### src/rtl/gpio_pad_pkg.sv
// gpio_pad_pkg: pad mode encodings, default sizes and the shared pad-drive decode.
package gpio_pad_pkg;
  localparam logic [1:0] MODE_IN  = 2'b00;
  localparam logic [1:0] MODE_PP  = 2'b01;
  localparam logic [1:0] MODE_OD  = 2'b10;
  localparam logic [1:0] MODE_OFF = 2'b11;
  localparam int DEF_WIDTH    = 4;
  localparam int DEF_FILTER_W = 4;
  // Returns {write_enable, write}. Open-drain only ever pulls low: it releases the bus to send a 1.
  function automatic logic [1:0] pad_drive(input logic [1:0] mode, input logic d);
    return mode == MODE_PP ? {1'b1, d} : mode == MODE_OD ? {~d, 1'b0} : 2'b00;
  endfunction
endpackage

### src/rtl/gpio_pad_filter.sv
// gpio_pad_filter: one pad channel -- 2-flop synchroniser, glitch filter, edge detect.
//   io_clock/io_reset : clock, async active-high reset
//   mode              : channel mode; MODE_OFF freezes the channel
//   pin               : raw asynchronous pad input
//   len               : filter length L (0 = bypass)
//   f                 : filtered value
//   rise/fall         : high in the cycle whose closing edge moves f 0->1 / 1->0
module gpio_pad_filter
  import gpio_pad_pkg::*;
#(
  parameter int FILTER_W = DEF_FILTER_W
) (
  input  logic                io_clock,
  input  logic                io_reset,
  input  logic [1:0]          mode,
  input  logic                pin,
  input  logic [FILTER_W-1:0] len,
  output logic                f,
  output logic                rise,
  output logic                fall
);
  logic hold;
  logic s1_q, s1_d, s_q, s_d, f_q, f_d;
  logic [FILTER_W-1:0] c_q, c_d;
  assign hold = mode == MODE_OFF;
  // c counts edges on which s has disagreed with f; >= lets a lowered L finish a pending change at once.
  always_comb begin
    s1_d = hold ? s1_q : pin;
    s_d  = hold ? s_q : s1_q;
    f_d  = (!hold && s_q != f_q && c_q >= len) ? s_q : f_q;
    c_d  = (hold || s_q == f_q || c_q >= len) ? '0 : c_q + FILTER_W'(1);
  end
  always_ff @(posedge io_clock or posedge io_reset) begin
    if (io_reset) begin
      s1_q <= 1'b0;
      s_q  <= 1'b0;
      f_q  <= 1'b0;
      c_q  <= '0;
    end else begin
      s1_q <= s1_d;
      s_q  <= s_d;
      f_q  <= f_d;
      c_q  <= c_d;
    end
  end
  assign f    = f_q;
  assign rise = ~f_q & f_d;
  assign fall = f_q & ~f_d;
endmodule

### src/rtl/gpio_pad_ctrl.sv
// gpio_pad_ctrl: WIDTH-channel GPIO pad controller with registered drive, filtered input and edge IRQs.
//   io_clock/io_reset        : clock, async active-high reset
//   io_mode[2i+1:2i]         : 00 input, 01 push-pull, 10 open-drain, 11 disabled
//   io_dataOut               : output value per channel
//   io_filterLen             : shared glitch-filter length
//   io_irqRiseEn/FallEn      : per-channel edge interrupt enables
//   io_irqClear              : write-1-to-clear pending
//   io_pins_read             : raw pad inputs
//   io_pins_write/WriteEnable: registered pad drive
//   io_dataIn                : filtered inputs
//   io_irqPending/io_irq     : sticky pending bits and their OR
module gpio_pad_ctrl
  import gpio_pad_pkg::*;
#(
  parameter int WIDTH    = DEF_WIDTH,
  parameter int FILTER_W = DEF_FILTER_W
) (
  input  logic                io_clock,
  input  logic                io_reset,
  input  logic [2*WIDTH-1:0]  io_mode,
  input  logic [WIDTH-1:0]    io_dataOut,
  input  logic [FILTER_W-1:0] io_filterLen,
  input  logic [WIDTH-1:0]    io_irqRiseEn,
  input  logic [WIDTH-1:0]    io_irqFallEn,
  input  logic [WIDTH-1:0]    io_irqClear,
  input  logic [WIDTH-1:0]    io_pins_read,
  output logic [WIDTH-1:0]    io_pins_write,
  output logic [WIDTH-1:0]    io_pins_writeEnable,
  output logic [WIDTH-1:0]    io_dataIn,
  output logic [WIDTH-1:0]    io_irqPending,
  output logic                io_irq
);
  logic [WIDTH-1:0] f, rise, fall;
  logic [WIDTH-1:0] we_q, we_d, wr_q, wr_d, pend_q, pend_d;
  for (genvar i = 0; i < WIDTH; i++) begin : g_ch
    gpio_pad_filter #(.FILTER_W(FILTER_W)) u_filt (
      .io_clock(io_clock),
      .io_reset(io_reset),
      .mode    (io_mode[2*i+:2]),
      .pin     (io_pins_read[i]),
      .len     (io_filterLen),
      .f       (f[i]),
      .rise    (rise[i]),
      .fall    (fall[i])
    );
  end
  // A new event is OR-ed in after the clear, so set wins over a simultaneous clear.
  always_comb begin
    we_d = '0;
    wr_d = '0;
    for (int i = 0; i < WIDTH; i++) {we_d[i], wr_d[i]} = pad_drive(io_mode[2*i+:2], io_dataOut[i]);
    pend_d = (pend_q & ~io_irqClear) | (rise & io_irqRiseEn) | (fall & io_irqFallEn);
  end
  always_ff @(posedge io_clock or posedge io_reset) begin
    if (io_reset) begin
      we_q   <= '0;
      wr_q   <= '0;
      pend_q <= '0;
    end else begin
      we_q   <= we_d;
      wr_q   <= wr_d;
      pend_q <= pend_d;
    end
  end
  assign io_pins_writeEnable = we_q;
  assign io_pins_write       = wr_q;
  assign io_dataIn           = f;
  assign io_irqPending       = pend_q;
  assign io_irq              = |pend_q;
endmodule
### config.mk
export PLATFORM = sky130hd
export DESIGN_NAME = gpio_pad_ctrl
export DESIGN_NICKNAME = d
export VERILOG_FILES = /design/src/rtl/gpio_pad_pkg.sv /design/src/rtl/gpio_pad_filter.sv /design/src/rtl/gpio_pad_ctrl.sv
export SDC_FILE = /design/constraint.sdc
export NUM_CORES = 1
export LEC_CHECK = 0
export BUFFER_PORTS_ARGS = -buffer_cell sky130_fd_sc_hd__buf_2
export CAP_MARGIN = 20
export CORE_MARGIN = 5
export CORE_UTILIZATION = 57
export CTS_CLUSTER_DIAMETER = 30
export DETAILED_ROUTE_END_ITERATION = 6
export GPL_TIMING_DRIVEN = 0
export PLACE_DENSITY = 0.84
export SLEW_MARGIN = 5
export SYNTH_ARGS = -nofsm -noshare
export SYNTH_HDL_FRONTEND = slang
export SYNTH_SLANG_ARGS = --single-unit
### constraint.sdc
create_clock -name io_clock -period 2.5 [get_ports io_clock]
set_input_delay 0.125 -clock io_clock [delete_from_list [all_inputs] [get_ports io_clock]]
set_output_delay 0.125 -clock io_clock [all_outputs]
set_load 0.03 [all_outputs]
---- Word-level counts from Yosys, hierarchy flattened ----
Index checks and enable logic that the tools add are counted.
cells by class
  add/sub/neg operators ................... 4
  order comparisons ....................... 4
  equal/unequal tests ..................... 20
  muxes and demuxes ....................... 16
  bitwise logic cells ..................... 26
  reduce and logical (&&, ||, !) cells .... 21
operator list
  cell                                                              count
  4-bit by 1-bit adder with 4-bit output (second input constant)    4
  2-bit == test (second input constant)                             8
  4-bit >= comparator                                               4
  2-bit 2-to-1 mux                                                  8
  4-bit 2-to-1 mux                                                  4
  4-bit AND                                                         3
  1-bit inverter                                                    12
  1-bit AND                                                         8
  2-bit by 1-bit == test with 1-bit output (second input constant)  4
  1-bit logical AND                                                 8
  1-bit logical OR                                                  8
  4-bit bitwise OR                                                  2
  1-bit == test                                                     4
  1-bit logical NOT                                                 4
  1-bit 2-to-1 mux                                                  4
  1-bit inequality test                                             4
  4-bit inverter                                                    1
  4-bit OR reduction                                                1
storage, ports and cells
  register bits after elaboration ......... 40
  input port bits ......................... 34
  output and inout port bits .............. 17
  word-level logic and storage cells ...... 110

---- Longest topological paths before layout ----
Gate-level depths: netlist of the first run.
  depth after elaboration ................. 9
  gate-level depth with buffers ........... 5
  mapped depth without buffers ............ 5

---- Hierarchy ----
Synthesis of the first run repeated with hierarchy kept, for this count alone.
unflattened totals
  cell total of the unflattened synthesis .. 194
  area, all modules ....................... 2177.1 um^2
modules (own cells, without submodules)
  module           times used  cells each  area each (um^2)  sequential area each (um^2)
  gpio_pad_filter  4           39          421.7             175.2
  gpio_pad_ctrl    1           38          490.5             300.3

---- Worst setup path before layout of the first run ----
No wires, ideal clock.
  kind .................................... register to register
  start ................................... reg g_ch[2].u_filt.c_q[0]
  end ..................................... reg g_ch[2].u_filt.f_q
  setup time .............................. 0.126 ns
  arrival ................................. 1.360 ns
  required time ........................... 2.374 ns
  path slack .............................. 1.014 ns
  cell stages (with the launch flop) ...... 6
  path buffers ............................ 0
  period minus slack after synthesis ...... 1.486 ns
  cell sequence ........................... dfrtp_1 inv_1 ha_1 nor3b_2 o21ai_2 a311o_1
on the way
  cells in the longest elaborated chain, start to end .. 3
ends and longest elaborated chain
  element                       line                   source
  from (decl)                   gpio_pad_filter.sv:24  logic [FILTER_W-1:0] c_q, c_d;
  from (signal assigned)        gpio_pad_filter.sv:38  c_q <= '0;
  from (signal assigned)        gpio_pad_filter.sv:43  c_q <= c_d;
  4-bit >= comparator           gpio_pad_filter.sv:30  f_d = (!hold && s_q != f_q && c_q >= len) ? s_q : f_q;
  1-bit logical AND             gpio_pad_filter.sv:30
  1-bit 2-to-1 mux              gpio_pad_filter.sv:30
  named net g_ch[2].u_filt.f_d  gpio_pad_filter.sv:23  logic s1_q, s1_d, s_q, s_d, f_q, f_d;
  to (signal assigned)          gpio_pad_filter.sv:37  f_q <= 1'b0;
  to (signal assigned)          gpio_pad_filter.sv:42  f_q <= f_d;
  to (decl)                     gpio_pad_filter.sv:23
The timed path passes the listed nets, and every way through them passes these cells.
A chain may end at the register's enable or synchronous reset.

---- Worst setup path after layout of the first run ----
  start ................................... reg g_ch[1].u_filt.c_q[0]
  end ..................................... reg g_ch[1].u_filt.f_q
on the way
  cells in the longest elaborated chain, start to end .. 3
ends and longest elaborated chain
  element                       line
  from (decl)                   gpio_pad_filter.sv:24
  from (signal assigned)        gpio_pad_filter.sv:38
  from (signal assigned)        gpio_pad_filter.sv:43
  4-bit >= comparator           gpio_pad_filter.sv:30
  1-bit logical AND             gpio_pad_filter.sv:30
  1-bit 2-to-1 mux              gpio_pad_filter.sv:30
  named net g_ch[1].u_filt.f_d  gpio_pad_filter.sv:23
  to (signal assigned)          gpio_pad_filter.sv:37
  to (signal assigned)          gpio_pad_filter.sv:42
  to (decl)                     gpio_pad_filter.sv:23
The timed path passes the listed nets, and every way through them passes these cells.

==> impl_metrics.json, run 1 <==
{
  "outcome": "finished, violations left",
  "failed_checks": "hold timing",
  "regToRegStartpoint": "g_ch[1].u_filt.c_q[0]",
  "worst_setup_path_start_kind": "flip-flop",
  "switching_part_of_the_total_power_pct": 35.9,
  "synth_most_common_cell": "dfrtp_1",
  "globalRouteOverflowTotal": 0,
  "synthesis.nets": 239,
  "grt_first_pass_wirelength_um": 6910,
  "detailed_place.area_um2": 2420,
  "synthesis.instances": 185,
  "floorplan.core_area_um2": 3630,
  "layout_fillers": 302,
  "finalHoldWorstSlack_ns": -0.0315,
  "synth.yosys.seq_area_share_pct": 47.3,
  "h-tree-depth": 2,
  "worst_reg2reg_setup_slack_ns": 0.86,
  "final_max_slew_viol_count": 0,
  "cts.path.max_buffers": 2,
  "finalHoldViolCount": 40,
  "dp_hpwl_um": 3130,
  "post_synth_and_or_nand_nor_area_fraction_pct": 14.6,
  "final_period_minus_worst_setup_slack_ns": 1.64,
  "layout-drive-gt1-share_pct": 33.3,
  "p_sw_mw": 0.737,
  "fmax_mhz": 611,
  "number_of_antenna_violations_at_the_first_check_in_global_routing": 0,
  "tightest_slew_ns": 0.806,
  "clockPowerShare_pct": 21.4,
  "maximum_number_of_pins_on_one_net_before_global_route_repair": 41,
  "stdcell_area_um2": 2510,
  "timing.max_cap.violations": 0,
  "layout-area-overhead-vs-synth_pct": 18.9,
  "post_synth_most_frequent_cells": "dfrtp_1, ha_1, inv_1, nor3_1",
  "yosys.area_share.adder_pct": 11.8,
  "cell_internal_pwr_mw": 1.31,
  "drt.antenna.violating_nets": 0,
  "portBuffers": 50,
  "grt_busiest_layer": "met2",
  "tritoncts": "built",
  "fp.dieH_um": 70.9,
  "synth.largest_area_cell": "dfrtp_1",
  "p_leak_nw": 1.31,
  "fin_setup_tns_ns": 0,
  "clk_transition_reported_paths_ns": 0.07,
  "synth_area_leaders": "dfrtp_1, ha_1, mux2_2",
  "cts.sink_count": 40,
  "r2r_end": "g_ch[1].u_filt.f",
  "yosys-mux-area-fraction_pct": 6.39,
  "detail_route.drc_violations": 0,
  "post_synth_xor_area_fraction_pct": 4.97,
  "worstSkewPairLatency_ns": 0.29,
  "final_min_period_over_clock_period_pct": 65.5,
  "overall_power_after_layout_mw": 2.05,
  "grt_util_met1_pct": 21.6,
  "totalWireLength_um": 4040,
  "die_w_um": 70.9,
  "postCtsResizedCells": 0,
  "multi_input_comb_area_um2": 1020,
  "hold_path_class": "in -> async",
  "synth_seq_cells": 40,
  "rows": 22,
  "setup_viol_count_final": 0,
  "fin_nets": 296,
  "synth_edf_count": 0,
  "synthesized_area_per_cell_um2": 11.4,
  "post_synth_instance_area_um2": 2110,
  "wl_per_cell_um": 13.9,
  "postLayoutCoreUtil_pct": 69.2,
  "dominant_combinational_cell_family_by_area_after_synthesis": "simple AND/OR/NAND/NOR gates",
  "p_seq_share_pct": 43.6,
  "routed-via-count": 1580,
  "ys_dominant_reg_cell": "dfrtp_1",
  "combinationalPowerShare_pct": 35.0,
  "drt-vias-per-instance": 5.43,
  "ir_drop_v": 0.000679,
  "grt_util_met2_pct": 29.5,
  "drt_first_pass_iters": 4,
  "numCtsBuffers": 5,
  "rr_worst_depth": 5,
  "timing.setup.critical_path_class": "reg -> reg",
  "asyncSetResetFlopFracSynth_pct": 100,
  "place.gp.congestion": 0.849,
  "grtUsageTotal_pct": 17.7,
  "synthDominantCellAreaShare_pct": 47.3,
  "p_per_area_nw_per_um2": 816,
  "critical_path_peak_fanout": 6,
  "worst-endpoint-arrival_ns": 1.82,
  "synth_compound_gate_area_share_pct": 10.7,
  "initial_core_utilization_pct": 58.2,
  "grt_setup_unrepaired": "false",
  "cts_setup_buffers": 0,
  "cts_hold_buffers": 0,
  "number_of_antenna_cells_inserted": 0,
  "ys_warn_count": 0,
  "grt_use_met3_pct": 5.54,
  "clock-root-buffer": "clkbuf_8",
  "dieArea_um2": 5030,
  "synth_cell_types": 23,
  "clock-skew-final_ns": 0.00512,
  "cp_endpoint_kind": "flip-flop",
  "seqCellArea_um2": 1000,
  "maxSlewHeadroom_pct": 46.2,
  "grt_pass1_vias": 1540,
  "cp_data_required_time_ns": 2.68,
  "drt_iter0_drc": 48,
  "number_of_ports_placed_on_the_die_boundary": 51
}
[stage by stage]
step | hold WS, ns | setup slack, ns | cells
global route | 0.0535 | 0.781 | 291
CTS | 0.0142 | 0.868 | 291
finish | -0.0315 | 0.862 | 291
global placement | 0.357 | 0.920 | 283
detailed placement | 0.334 | 0.877 | 283
floorplan | 0.275 | 1.01 | 185
[flip-flops by register name, indices dropped and copies added (netlist names)]
| name | cells |
|---|---|
| io_pins_write | 4 |
| io_pins_writeEnable | 4 |
| g_ch.u_filt.s1_q | 4 |
| g_ch.u_filt.f | 4 |
| io_irqPending | 4 |
| g_ch.u_filt.c_q | 16 |
| g_ch.u_filt.s_q | 4 |
[metal layers]
layer / share of wire, % / wire, µm / up-vias
li1: - / - / 781
met4: 1.6 / 65 / 0
met2: 51 / 2070 / 33
met5: 0 / 0 / -
met3: 5.1 / 204 / 6
met1: 42 / 1700 / 760
[worst max-delay path: stages, from the launching register on]
cell	delay (ns)
dfrtp_1	0.41
inv_1	0.06
ha_1	0.28
nor3b_2	0.25
o21ai_2	0.16
a311o_1	0.37
[worst max-delay path by stage]
stage | from | end | slack, ns | cells after the start
2_1_floorplan | g_ch[2].u_filt.c_q[0] | g_ch[2].u_filt.f | 1.01 | 5
3_3_place_gp | g_ch[1].u_filt.c_q[0] | g_ch[1].u_filt.f | 0.92 | 5
3_5_place_dp | g_ch[0].u_filt.c_q[0] | g_ch[0].u_filt.f | 0.88 | 5
4_1_cts | g_ch[0].u_filt.c_q[0] | g_ch[0].u_filt.f | 0.87 | 5
5_1_grt | g_ch[0].u_filt.c_q[0] | g_ch[0].u_filt.f | 0.78 | 5
6_report | g_ch[1].u_filt.c_q[0] | g_ch[1].u_filt.f | 0.86 | 5
[power groups by stage]
stage	combinational [mW]	clock, mW	sequential [mW]
4_1_cts	0.726	0.451	0.894
2_1_floorplan	0.533	0	0.903
3_3_place_gp	0.697	0	0.900
6_report	0.717	0.439	0.895
5_1_grt	0.805	0.487	0.915
3_5_place_dp	0.723	0	0.907
[logic make-up after synthesis]
group                    count (synthesis)
AND/OR/NAND/NOR                         53
XOR/XNOR                                12
multiplexers                            12
AO/OA/AOI/OAI                           28
buffers and inverters                   20
flip-flops                              40
adder cells (fa/ha/maj)                 20
[area by class of cell]
class / instances / area share [%]
Clock buffer: 8 / 3.58
Tap cell: 48 / 2.39
Multi-Input combinational cell: 125 / 40.7
Inverter: 16 / 2.39
Buffer: 4 / 1.19
Timing Repair Buffer: 50 / 9.95
Sequential cell: 40 / 39.8
[cell usage in the layout, fill, tap and decap left out, types with 6 or more instances in the layout]
cell      synthesis  layout
inv_1            16      15
xor2_1            8       8
dfrtp_1          40      40
clkbuf_8          0       6
buf_2             0      50
nor3_1           16      16
nand2_1          12      12
ha_1             20      20
mux2_2           12      12
No activity file was read; power rests on OpenSTA's default activity.
==> run 2, diff against run 1 <==
Settings changed: CORE_UTILIZATION 57 to 48, PLACE_DENSITY 0.84 to 0.76.
Clock period 2.5 ns to 1.5 ns, I/O delays scaled along.
==> run 2 against run 1 <==
The run now ends clean. Hold slack gained 0.051 ns. Sequential power increased by 63%. Design area rose by 13%. Clock power up 73%. Die area up 16%.
==> impl_metrics.json, run 2 (same netlist as run 1, synthesis figures left out) <==
{
  "initial_core_utilization_pct": 48.9,
  "setup_ws_ns": 0.0316,
  "fp.dieH_um": 76.4,
  "globalRouteOverflowTotal": 0,
  "clock-skew-final_ns": 0.00364,
  "cts.sink_count": 40,
  "timing.max_cap.violations": 0,
  "cts.path.max_buffers": 2,
  "place.gp.congestion": 0.788,
  "maxSlewHeadroom_pct": 80.9,
  "setup_viol_count_final": 0,
  "ir_drop_v": 0.000963,
  "drt.antenna.violating_nets": 0,
  "tightest_slew_ns": 0.286,
  "timing.setup.critical_path_class": "reg -> reg",
  "layout-drive-gt1-share_pct": 46.2,
  "rows": 24,
  "cp_data_required_time_ns": 1.67,
  "clk_transition_reported_paths_ns": 0.07,
  "hold-path-cell-count": 2,
  "grt_first_pass_wirelength_um": 7390,
  "rr_worst_depth": 4,
  "clock-root-buffer": "clkbuf_8",
  "die_w_um": 76.4,
  "grtUsageTotal_pct": 15.2,
  "fin_nets": 320,
  "finalHoldViolCount": 0,
  "final_min_period_over_clock_period_pct": 97.9,
  "tritoncts": "built",
  "crit_path_cell_trace": "ha_1 > o211ai_1 > o211a_1 > a311o_1",
  "worst-endpoint-arrival_ns": 1.64,
  "floorplan.core_area_um2": 4320,
  "p_per_area_nw_per_um2": 1350,
  "multi_input_comb_area_um2": 1140,
  "number_of_antenna_violations_at_the_first_check_in_global_routing": 0,
  "maximum_number_of_pins_on_one_net_before_global_route_repair": 39,
  "grt_use_met3_pct": 4.73,
  "wl_per_cell_um": 14.1,
  "number_of_antenna_cells_inserted": 0,
  "number_of_ports_placed_on_the_die_boundary": 51,
  "cp_endpoint_kind": "flip-flop",
  "p_leak_nw": 1.47,
  "seqCellArea_um2": 1000,
  "layout_common_cells": "buf_2, dfrtp_1, buf_4",
  "largest_reg_flops": 16,
  "numCtsBuffers": 5,
  "worst_reg2reg_setup_slack_ns": 0.03,
  "grt_util_met1_pct": 18.4,
  "hold_path_class": "in -> reg",
  "cpMaxStageDelayCell": "dfrtp_1",
  "dp_hpwl_um": 3080,
  "dp_worst_setup_slack_ns": -0.112,
  "drt_iter0_drc": 109,
  "grt_pass1_vias": 1731,
  "grt_util_met2_pct": 25.9,
  "worstSkewPairLatency_ns": 0.29,
  "fmax_mhz": 681,
  "detail_route.drc_violations": 0,
  "totalWireLength_um": 4500,
  "drt_first_pass_iters": 4,
  "critical_path_peak_fanout": 3,
  "critical_path.max_stage_delay_ns": 0.41,
  "final_max_slew_viol_count": 0,
  "dieArea_um2": 5830,
  "layout_fillers": 351,
  "outcome": "finished clean",
  "largest_register": "g_ch.u_filt.c_q",
  "overall_power_after_layout_mw": 3.85,
  "h-tree-depth": 2,
  "worst_setup_path_start_kind": "flip-flop",
  "drt-vias-per-instance": 5.25,
  "portBuffers": 50,
  "grt_setup_unrepaired": "true",
  "layout-area-overhead-vs-synth_pct": 34.8,
  "routed-via-count": 1669,
  "grt_busiest_layer": "met2",
  "final_common_cell": "buf_2",
  "final_period_minus_worst_setup_slack_ns": 1.47
}
==> run 2: layout make-up <==
| class | count | area share (%) |
|---|---|---|
| multi-input combinational | 125 | 39.9 |
| timing repair buffer | 74 | 16.1 |
| buffer | 4 | 1.05 |
| sequential | 40 | 35.1 |
| clock buffer | 7 | 3.38 |
| tap | 52 | 2.28 |
| inverter | 16 | 2.11 |
==> run 2: report_power, final <==
group / total [mW] / internal [mW] / switching [mW]
sequential: 1.46 / 1.27 / 0.186
combinational: 1.63 / 0.799 / 0.831
clock: 0.758 / 0.409 / 0.348
total: 3.85 / 2.48 / 1.37
==> run 2: metal layers <==
layer	routed length, µm	share of wire [%]	vias to the layer above
li1	-	-	828
met3	278	6.2	6
met4	48	1.1	0
met1	1900	42	794
met5	0	0	-
met2	2270	50	41
==> run 2: final timing paths <==
kind	from	to
max	g_ch[2].u_filt.c_q[2]	g_ch[2].u_filt.f
min reg2reg	g_ch[2].u_filt.s1_q	g_ch[2].u_filt.s_q
min in group asynchronous	io_reset	io_pins_write[2]
max reg2reg	g_ch[2].u_filt.c_q[2]	g_ch[2].u_filt.f
min	io_pins_read[1]	g_ch[1].u_filt.s1_q
max in group asynchronous	io_reset	g_ch[3].u_filt.c_q[1]
==> run 2: worst max-delay path, delay by kind of cell, from the launching register on <==
| kind | cells | cell delay, ns |
|---|---|---|
| compound gates | 3 | 0.65 |
| flops | 1 | 0.41 |
| fa+ha+maj | 1 | 0.29 |
==> run 2: what timing repair did <==
action,CTS,global route
hold buffers,1,0
endpoints found under the setup margin,8,18
buffers inserted,14,8
pin swaps,12,19
resized for setup,3,20
endpoints found under the hold margin,40,0
==> run 2: through the flow <==
stage	cell area, µm²	hold WS (ns)	util, %	std cells	TNS [ns]
4_1_cts	2680	0.0138	62.0	310	0
6_report	2850	0.0198	65.9	318	0
5_1_grt	2850	0.00730	65.9	318	-0.187
3_5_place_dp	2450	-0.0481	56.7	288	-0.371
2_1_floorplan	2110	0.225	-	185	0
3_3_place_gp	2430	0.307	56.2	287	-3.88
==> run 3, diff against run 2 <==
Settings changed: ABC_AREA set to 1, CAP_MARGIN 20 to unset, PLACE_DENSITY 0.76 to 0.75.
==> run 3 against run 2 <==
Clock power increased by 19%. Worst setup slack gained 0.062 ns. Total power increased by 5.4%. Critical path type unchanged. Highest routed layer unchanged.
==> impl_metrics.json, run 3 <==
{
  "synth_seq_cells": 40,
  "ir_drop_v": 0.000727,
  "layout_fillers": 358,
  "worst-endpoint-arrival_ns": 1.60,
  "p_sw_mw": 1.59,
  "critical_path.max_stage_delay_ns": 0.40,
  "largest_reg_flops": 16,
  "largest_register": "g_ch.u_filt.c_q",
  "ys_dominant_reg_cell": "dfrtp_1",
  "detail_route.drc_violations": 0,
  "routed-via-count": 1822,
  "p_seq_share_pct": 38.5,
  "worstSkewPairLatency_ns": 0.30,
  "cp_data_required_time_ns": 1.70,
  "place.gp.congestion": 0.830,
  "drt_first_pass_iters": 4,
  "yosys-mux-area-fraction_pct": 1.03,
  "layout-drive-gt1-share_pct": 30.6,
  "crit_path_cell_trace": "ha_1 > a21oi_2 > nand3_2 > nand2_1 > nand2_1 > nand3b_1 > nand2_1",
  "drt-vias-per-instance": 4.85,
  "number_of_antenna_violations_at_the_first_check_in_global_routing": 0,
  "numCtsBuffers": 5,
  "number_of_antenna_cells_inserted": 0,
  "final_common_cell": "nand2_1",
  "setup_viol_count_final": 0,
  "grt_busiest_layer": "met2",
  "grtUsageTotal_pct": 15.5,
  "layout_common_cells": "nand2_1, buf_2, inv_1",
  "cts.sink_count": 40,
  "maxSlewHeadroom_pct": 45.2,
  "dominant_combinational_cell_family_by_area_after_synthesis": "simple AND/OR/NAND/NOR gates",
  "stdcell_area_um2": 2860,
  "fin_cells": 376,
  "worst_setup_path_start_kind": "flip-flop",
  "cell_internal_pwr_mw": 2.47,
  "synth_edf_count": 0,
  "post_synth_xor_area_fraction_pct": 3.20,
  "synth.largest_area_cell": "dfrtp_1",
  "clock-skew-final_ns": 0.00840,
  "finalHoldWorstSlack_ns": 0.0116,
  "synth_compound_gate_area_share_pct": 4.86,
  "maximum_number_of_pins_on_one_net_before_global_route_repair": 41,
  "floorplan.core_area_um2": 4380,
  "fp.dieH_um": 77.5,
  "portBuffers": 50,
  "synth.yosys.seq_area_share_pct": 45.7,
  "crit_top_cell": "nand2_1",
  "timing.max_cap.violations": 0,
  "synth_cell_types": 21,
  "post_synth_and_or_nand_nor_area_fraction_pct": 25.0,
  "dp_hpwl_um": 3210,
  "postLayoutCoreUtil_pct": 65.2,
  "synthesized_area_per_cell_um2": 8.69,
  "grt_setup_unrepaired": "true",
  "rows": 24,
  "fin_nets": 377,
  "grt_use_met3_pct": 4.17,
  "switching_part_of_the_total_power_pct": 39.2,
  "hold_path_class": "in -> reg",
  "grt_pass1_vias": 1769,
  "dieArea_um2": 6010,
  "tritoncts": "built",
  "wl_per_cell_um": 12.0,
  "detailed_place.area_um2": 2500,
  "layout-area-overhead-vs-synth_pct": 30.5,
  "synthesis.instances": 252,
  "synthDominantCellAreaShare_pct": 45.7,
  "grt_util_met1_pct": 18.2,
  "critical_path_peak_fanout": 3,
  "cp_endpoint_kind": "flip-flop",
  "post_synth_most_frequent_cells": "nand2_1, inv_1, dfrtp_1, ha_1, nor2_1",
  "final_min_period_over_clock_period_pct": 93.8,
  "tightest_slew_ns": 0.820,
  "p_per_area_nw_per_um2": 1420,
  "synth_area_leaders": "dfrtp_1, ha_1, nand2_1",
  "clk_transition_reported_paths_ns": 0.08,
  "timing.setup.critical_path_class": "reg -> reg",
  "die_w_um": 77.5,
  "cpMaxStageDelayCell": "dfrtp_1",
  "clockPowerShare_pct": 22.3,
  "totalWireLength_um": 4510,
  "cts.path.max_buffers": 2,
  "h-tree-depth": 2,
  "final_max_slew_viol_count": 0,
  "ys_warn_count": 0,
  "grt_first_pass_wirelength_um": 7560,
  "grt_util_met2_pct": 26.9,
  "p_leak_nw": 1.59,
  "drt.antenna.violating_nets": 0,
  "combinationalPowerShare_pct": 39.2,
  "finalHoldViolCount": 0,
  "fmax_mhz": 711,
  "outcome": "finished clean",
  "yosys.area_share.adder_pct": 11.4,
  "synth_most_common_cell": "nand2_1",
  "placed_cells": 354,
  "number_of_ports_placed_on_the_die_boundary": 51,
  "clock-root-buffer": "clkbuf_8",
  "final_period_minus_worst_setup_slack_ns": 1.41,
  "drt_iter0_drc": 71,
  "globalRouteOverflowTotal": 0,
  "initial_core_utilization_pct": 49.9,
  "synthesis.nets": 306,
  "post_synth_instance_area_um2": 2190,
  "asyncSetResetFlopFracSynth_pct": 100
}
## run 3: cell types whose count changed after synthesis, moves of 10 or more
| cell | delta |
|---|---|
| nand2_1 | +49 |
| mux2_2 | -10 |
| nor3_1 | -12 |
| inv_1 | +27 |
| nand4_1 | +11 |
| nor2_1 | +12 |
## run 3: final cells by class
cell class,instances,area [µm²],share of cell area (%)
plain buffers,4,30.0,1.05
clock buffers,5,68.8,2.41
clock inverters,3,47.5,1.66
inverters,43,161,5.65
multi-input cells,165,1100,38.6
flip-flops and latches,40,1000,35.0
well taps,52,65.1,2.28
repair buffers,64,380,13.3
## run 3: critical path: cells and delay by family, from the launching register on
| kind | cells | cell delay (ns) |
|---|---|---|
| compound gates | 1 | 0.18 |
| fa+ha+maj | 1 | 0.32 |
| simple gates | 5 | 0.40 |
| flops | 1 | 0.40 |
## run 3: path summary, 6_finish.rpt
path                                       startpoint  slack (ns)                     to  depth (start not counted)
worst max-delay path            g_ch[2].u_filt.c_q[3]        0.09       io_irqPending[2]                          7
worst min-delay path                  io_pins_read[3]        0.01    g_ch[3].u_filt.s1_q                          2
worst max register to register  g_ch[2].u_filt.c_q[3]        0.09       io_irqPending[2]                          7
worst min register to register    g_ch[0].u_filt.s1_q        0.48    g_ch[0].u_filt.s1_q                          2
max in group asynchronous                    io_reset        0.50  g_ch[3].u_filt.c_q[3]                          3
min in group asynchronous                    io_reset        0.48    g_ch[1].u_filt.s1_q                          3
## run 3: power by group through the flow
stage	Clock, mW	Sequential [mW]	Combinational, mW
after floorplan	0	1.66	0.983
after global placement	0	1.56	1.42
after detailed placement	0	1.58	1.47
after CTS	0.926	1.56	1.50
after global routing	0.972	1.60	1.82
final	0.904	1.56	1.59
## run 3: cells by family (layout without fill, tap and decap cells)
kind of cell,count (synthesis),in the layout
buf+inv,47,119
fa+ha+maj,20,20
mux,2,2
simple gates,119,119
xor+xnor,8,8
flops,40,40
compound gates,16,16
## run 3: per-stage QoR
step,power [mW],setup WS (ns),TNS (ns)
6_report,4.05,0.0933,0
4_1_cts,3.99,0.0239,0
3_3_place_gp,2.98,-0.00218,-0.0397
2_1_floorplan,2.64,0.157,0
3_5_place_dp,3.05,0.0463,0
5_1_grt,4.39,-0.0184,-0.0207
## run 3: per-layer routing
metal | wire [µm] | share of wire (%) | vias up
li1 | - | - | 943
met1 | 1860 | 41 | 822
met2 | 2270 | 50 | 43
met3 | 277 | 6.1 | 14
met4 | 105 | 2.3 | 0
met5 | 0 | 0 | -
## run 3: what timing repair did
item	in CTS	in global routing
setup endpoints to repair	0	5
gates resized for setup	0	13
hold buffers	10	0
endpoints found under the hold margin	48	0
buffers inserted	0	4
